**src/rtl/ariane_pkg.sv**
```systemverilog
// Shared issue-stage types: state encoding for the memory-op issue throttle.
package ariane_pkg;

  typedef enum logic [1:0] {
    THR_IDLE    = 2'd0,
    THR_GAP     = 2'd1,
    THR_BACKOFF = 2'd2,
    THR_STARVE  = 2'd3
  } mem_throttle_state_e;

endpackage

```
**src/rtl/sat_counter.sv**
```systemverilog
// Saturating event counter: sticks at all-ones instead of wrapping; clr_i beats inc_i.
module sat_counter #(
  parameter int unsigned Width = 16
) (
  input  logic             clk_i,
  input  logic             rst_ni,
  input  logic             inc_i,
  input  logic             clr_i,
  output logic [Width-1:0] count_o
);

  logic [Width-1:0] r_count;

  always_ff @(posedge clk_i or negedge rst_ni) begin
    if (!rst_ni) begin
      r_count <= '0;
    end else if (clr_i) begin
      r_count <= '0;
    end else if (inc_i && (r_count != '1)) begin
      r_count <= r_count + 1'b1;
    end
  end

  assign count_o = r_count;

endmodule

```
**src/rtl/mem_issue_throttle_ctrl.sv**
```systemverilog
// Issue-stage memory-op throttle: enforces a gap between mem ops, backs off while the LSU is busy,
// and force-releases a held mem op after MaxHold cycles so it cannot starve.
module mem_issue_throttle_ctrl
  import ariane_pkg::*;
#(
  parameter int unsigned MinGap   = 2,
  parameter int unsigned MaxHold  = 16,
  parameter int unsigned CntWidth = 16
) (
  input  logic                clk_i,
  input  logic                rst_ni,
  input  logic                flush_i,
  input  logic                debug_req_i,
  input  logic                en_i,
  input  logic                issue_valid_i,
  input  logic                issue_ack_i,
  input  logic                issue_is_mem_i,
  input  logic                lsu_ready_i,
  output logic                hold_mem_o,
  output logic [1:0]          state_o,
  output logic [CntWidth-1:0] hold_cycles_o,
  output logic [CntWidth-1:0] starve_events_o
);

  localparam int unsigned GapW  = $clog2(MinGap + 1);
  localparam int unsigned HoldW = $clog2(MaxHold + 1);
  localparam logic [GapW-1:0]  GapLast  = GapW'(MinGap - 1);
  localparam logic [HoldW-1:0] HoldLast = HoldW'(MaxHold - 1);

  if (MinGap < 1 || MaxHold <= MinGap) begin : gen_bad_params
    $error("mem_issue_throttle_ctrl: need MinGap >= 1 and MaxHold > MinGap");
  end

  mem_throttle_state_e r_state, w_state_d;
  logic [GapW-1:0]     r_gap, w_gap_d;
  logic [HoldW-1:0]    r_hold, w_hold_d;
  logic                r_hold_mem, w_hold_mem_d;
  logic                w_mem_fire, w_mem_pend, w_force_idle, w_starve, w_starve_enter;
  logic                w_holding_now, w_holding_next;

  assign w_mem_fire   = issue_valid_i & issue_ack_i & issue_is_mem_i;
  assign w_mem_pend   = issue_valid_i & issue_is_mem_i & ~issue_ack_i;
  assign w_force_idle = flush_i | debug_req_i | ~en_i;
  assign w_starve     = (r_hold == HoldLast) & w_mem_pend;

  always_ff @(posedge clk_i or negedge rst_ni) begin
    if (!rst_ni) begin
      r_state    <= THR_IDLE;
      r_gap      <= '0;
      r_hold     <= '0;
      r_hold_mem <= 1'b0;
    end else begin
      r_state    <= w_state_d;
      r_gap      <= w_gap_d;
      r_hold     <= w_hold_d;
      r_hold_mem <= w_hold_mem_d;
    end
  end

  // Starvation outranks the normal GAP/BACKOFF exits so a held op is always released in bounded time.
  always_comb begin
    w_state_d      = r_state;
    w_gap_d        = r_gap;
    w_starve_enter = 1'b0;
    if (w_force_idle) begin
      w_state_d = THR_IDLE;
      w_gap_d   = '0;
    end else begin
      case (r_state)
        THR_IDLE: begin
          if (w_mem_fire) begin
            w_state_d = THR_GAP;
            w_gap_d   = '0;
          end
        end
        THR_GAP: begin
          if (w_starve) begin
            w_state_d      = THR_STARVE;
            w_gap_d        = '0;
            w_starve_enter = 1'b1;
          end else if (w_mem_fire) begin
            w_gap_d = '0;
          end else if (r_gap == GapLast) begin
            w_state_d = lsu_ready_i ? THR_IDLE : THR_BACKOFF;
            w_gap_d   = '0;
          end else begin
            w_gap_d = r_gap + 1'b1;
          end
        end
        THR_BACKOFF: begin
          if (w_starve) begin
            w_state_d      = THR_STARVE;
            w_starve_enter = 1'b1;
          end else if (lsu_ready_i) begin
            w_state_d = THR_IDLE;
          end else if (w_mem_fire) begin
            w_state_d = THR_GAP;
            w_gap_d   = '0;
          end
        end
        THR_STARVE: begin
          if (w_mem_fire) begin
            w_state_d = THR_GAP;
            w_gap_d   = '0;
          end
        end
        default: begin
          w_state_d = THR_IDLE;
          w_gap_d   = '0;
        end
      endcase
    end
  end

  assign w_holding_now  = (r_state == THR_GAP) || (r_state == THR_BACKOFF);
  assign w_holding_next = (w_state_d == THR_GAP) || (w_state_d == THR_BACKOFF);

  // hold_q only accumulates while a mem op keeps waiting inside the holding states.
  always_comb begin
    w_hold_d = '0;
    if (w_holding_now && w_holding_next && w_mem_pend) begin
      w_hold_d = (r_hold == HoldLast) ? r_hold : r_hold + 1'b1;
    end
  end

  always_comb begin
    w_hold_mem_d = w_holding_next;
  end

  assign hold_mem_o = r_hold_mem;
  assign state_o    = r_state;

  sat_counter #(
    .Width (CntWidth)
  ) u_hold_cycles (
    .clk_i   (clk_i),
    .rst_ni  (rst_ni),
    .inc_i   (r_hold_mem & w_mem_pend),
    .clr_i   (1'b0),
    .count_o (hold_cycles_o)
  );

  sat_counter #(
    .Width (CntWidth)
  ) u_starve_events (
    .clk_i   (clk_i),
    .rst_ni  (rst_ni),
    .inc_i   (w_starve_enter),
    .clr_i   (1'b0),
    .count_o (starve_events_o)
  );

endmodule

```
**config.mk**
```make
export PLATFORM = sky130hd
export DESIGN_NAME = mem_issue_throttle_ctrl
export DESIGN_NICKNAME = d
export VERILOG_FILES = /design/src/rtl/ariane_pkg.sv /design/src/rtl/sat_counter.sv /design/src/rtl/mem_issue_throttle_ctrl.sv
export SDC_FILE = /design/constraint.sdc
export NUM_CORES = 1
export LEC_CHECK = 0
export CAP_MARGIN = 30
export CORE_MARGIN = 4
export CORE_UTILIZATION = 25
export CTS_CLUSTER_DIAMETER = 120
export CTS_CLUSTER_SIZE = 28
export DETAILED_ROUTE_END_ITERATION = 8
export GPL_TIMING_DRIVEN = 0
export PLACE_DENSITY = 0.55
export SLEW_MARGIN = 40
export SYNTH_ARGS = -nofsm -noshare
export SYNTH_HDL_FRONTEND = slang
export SYNTH_SLANG_ARGS = --single-unit
```
**constraint.sdc**
```tcl
create_clock -name clk_i -period 5.5 [get_ports clk_i]
set_clock_uncertainty 0.15 [all_clocks]
set_input_delay 0.55 -clock clk_i [delete_from_list [all_inputs] [get_ports clk_i]]
set_output_delay 0.55 -clock clk_i [all_outputs]
set_load 0.05 [all_outputs]
```
==> impl_metrics.yaml <==
power:
  power.density_nw_per_um2: 195.1
  leakagePower_nw: 1.213
  worst_ir_drop_vdd_mv: 0.09534
  totalPowerFinal_uw: 548.1
worst_setup_path:
  worst-endpoint-required_ns: 5.56
  data_arrival_at_the_endpoint_of_the_critical_path_ns: 2.69
  critical_path.n_buffers_inverters: 2
  cpPeakStageDelay_ns: 0.41
  cp-end-kind: "flop"
  timing_worst_setup_path_type: "flop to flop"
  crit_path_top_delay_cell: "dfrtp_1"
  crit-reg2reg-launch: "r_hold[0]$_DFFE_PN0P_"
  path_max_fanout: 8
  family_of_cells_with_the_greatest_summed_delay_on_the_critical_path: "simple AND/OR/NAND/NOR gates"
  timing.critical_path.from: "r_hold[0]$_DFFE_PN0P_"
  critical_path.startpoint_type: "flop"
  crit_path_cell_trace: "ha_1, and3_1, ha_1, buf_6, and4b_1, a21oi_1, a221oi_1, or3_1, clkbuf_1, a21oi_1"
clock_tree:
  path_clk_slew_ns: 0.08
  htree_levels: 2
  postCtsResizedCells: 0
  cts_max_path_buffers: 2
  cts_made_buffers: 5
  tritoncts: "done"
  cts.sink_count: 42
  cts-root-buf: "clkbuf_8"
  clock_insertion_delay_worst_skew_ns: 0.29
yosys:
  synth_async_sr_flop_share_pct: 100.0
  post-synth-top-area-fraction_pct: 49.35
  synth_seq_area_share_pct: 49.35
  synth_nets: 215
  synth_seq_cells: 42
  netlist_top_cells_area: "dfrtp_1 (49%), xnor2_1 (8.2%), xor2_1 (4.9%)"
  synth.cell_area_um2: 2130
  netlist.top_cell.by_area: "dfrtp_1"
  ys_dominant_reg_cell: "dfrtp_1"
  synthesized_instance_count: 200
  synth.avg_cell_area_um2: 10.65
  yosys_warnings: 0
  synth.lib_cells_used.distinct: 37
  number_of_enable_type_register_cells_in_the_synthesized_netlist: 0
timing:
  slew_at_the_pin_with_the_worst_max_slew_slack_ns: 0.6911
  fmax_ghz: 0.3797
  fin_crit_ns: 2.634
  aggregate_negative_setup_slack_ns: 0
  fin_ws_ns: 2.866
  hold_viol: 0
  holdWs_ns: 0.3448
  relSlewSlack_pct: 53.44
  timing.final.crit_share_pct: 47.88
  grt_setup_unrepaired: "false"
  timing.final.max_slew_violations: 0
  number_of_endpoints_failing_setup_at_the_final_stage: 0
finish:
  final_design_area_no_fill_um2: 2810
  stdcell_count: 358
  final_nets: 267
  layout-drive-gt1-share_pct: 8.696
  antenna_cells: 0
  sequential_cell_area_um2: 1051
  post-route-util_pct: 34.03
  multiInputGateArea_um2: 1032
  fillerInstances: 876
  area_growth_syn_to_layout_pct: 31.96
floorplanning:
  io_pins: 44
  row_count: 33
  coreArea_um2: 8258
  fp.dieArea_um2: 10060
  die_w_um: 100.3
  dieHeight_um: 100.3
  start_util_pct: 25.79
global_route:
  grt_start_max_net_pins: 24
  grt_pass1_vias: 1675
  leftover_overflow_at_the_end_of_global_routing: 0
  grt_antenna_before_repair: 0
  track_usage_pct: 9.689
  grt_first_pass_wirelength_um: 7900
placement:
  hpwl_um: 3311
  detailed_place.area_um2: 2709
  setup_slack_after_placement_ns: 2.722
  portBuffers: 43
  dp_cells: 349
  routabilityCongestion: 0.7654
detailed_routing:
  antenna_left: 0
  first_iter_violations: 37
  route.detailed.wl_per_inst_um: 12.60
  drt_pre_antenna_iters: 4
  vias_per_cell: 4.601
  detail_route.wirelength_um: 4512
  vias: 1647
  drc: 0
worst_hold_path:
  hold_path_startpoint: "r_gap[1]$_DFFE_PN0P_"
  min-delay-path-class: "flop to flop"
run:
  max-cap-violations: 0
status:
  run_status: "completed"
==> cells in the mapped netlist, types with 2 or more instances <==
cell type,n
dfrtp_1,42
nand2_1,20
xnor2_1,20
and3_1,12
nand3_1,12
xor2_1,12
nor2_1,11
a21oi_1,7
ha_1,6
nand4_1,6
o21ai_0,5
and4_1,4
inv_1,4
mux2_2,4
nand2b_1,4
nor3_1,4
nand4b_1,3
a21oi_2,2
and2_1,2
buf_6,2
o211ai_1,2
==> kinds of logic after synthesis <==
logic type      after synthesis  synth area share [%]
mux                           4                 2.115
xor+xnor                     32                 13.16
buf+inv                       8                 2.173
fa+ha+maj                     6                 3.525
flops                        42                 49.35
compound gates               22                 6.698
simple gates                 86                 22.97
==> worst register-to-register path: cells and delay by family (launching register included) <==
family | cells | cell delay, ns
flops | 1 | 0.41
buf+inv | 2 | 0.31
fa+ha+maj | 2 | 0.40
simple gates | 3 | 0.79
compound gates | 3 | 0.50
==> power by group <==
part / switching [mW] / internal [mW] / total, mW
registers: 0.00163 / 0.310 / 0.311
logic: 0.0170 / 0.0117 / 0.0286
clock network: 0.107 / 0.101 / 0.208
total: 0.125 / 0.423 / 0.548
==> state kept, by name, indices dropped and copies added, names as in the netlist <==
register and count:
hold_mem_o 1, r_gap 2, r_hold 5, state_o 2
u_hold_cycles.count_o 16, u_starve_events.count_o 16
==> layer usage <==
layer / part of all wire (%) / wire [µm] / global-route usage (%)
met5: 0 / 0 / 0
met1: 49 / 2225 / 13.23
met2: 46 / 2096 / 14.68
met4: 0.40 / 18 / 2.902
met3: 3.8 / 172 / 3.058
==> final timing paths <==
kind | end | slack (ns) | depth (start not counted)
max in group asynchronous | u_hold_cycles.count_o[2]$_DFFE_PN0P_ | 4.25 | 3
worst max-delay path | r_hold[1]$_DFFE_PN0P_ | 2.87 | 10
min in group asynchronous | r_gap[0]$_DFFE_PN0P_ | 0.53 | 2
worst min register to register | r_gap[1]$_DFFE_PN0P_ | 0.34 | 1
worst min-delay path | r_gap[1]$_DFFE_PN0P_ | 0.34 | 1
worst max register to register | r_hold[1]$_DFFE_PN0P_ | 2.87 | 10
==> cell type report <==
class | instances | area share, %
plain buffers | 4 | 1.113
clock buffers | 7 | 3.072
clock inverters | 1 | 0.1781
inverters | 4 | 0.5343
multi-input cells | 150 | 36.73
flip-flops and latches | 42 | 37.40
well taps | 105 | 4.675
repair buffers | 45 | 16.30
==> repair_timing <==
item / in CTS / in global routing
hold buffers: 1 / 0
buffers inserted: 0 / 0
hold endpoints to repair: 12 / 0
==> placed cells by master, fill, tap and decap left out, drive strengths merged, types with 2 or more instances in the layout <==
cell type,instances
o211ai,2
nor2,11
nand4,6
a21oi,9
xnor2,20
nand3,12
ha,6
and4,4
xor2,12
or3,2
buf,5
inv,4
nand2b,4
mux2,4
and2,2
dfrtp,42
or3b,2
clkbuf,8
o21ai,5
and3,12
clkdlybuf4s50,42
nor3,4
nand4b,3
nand2,20
Note: power is estimated with default switching activity, not from simulation.
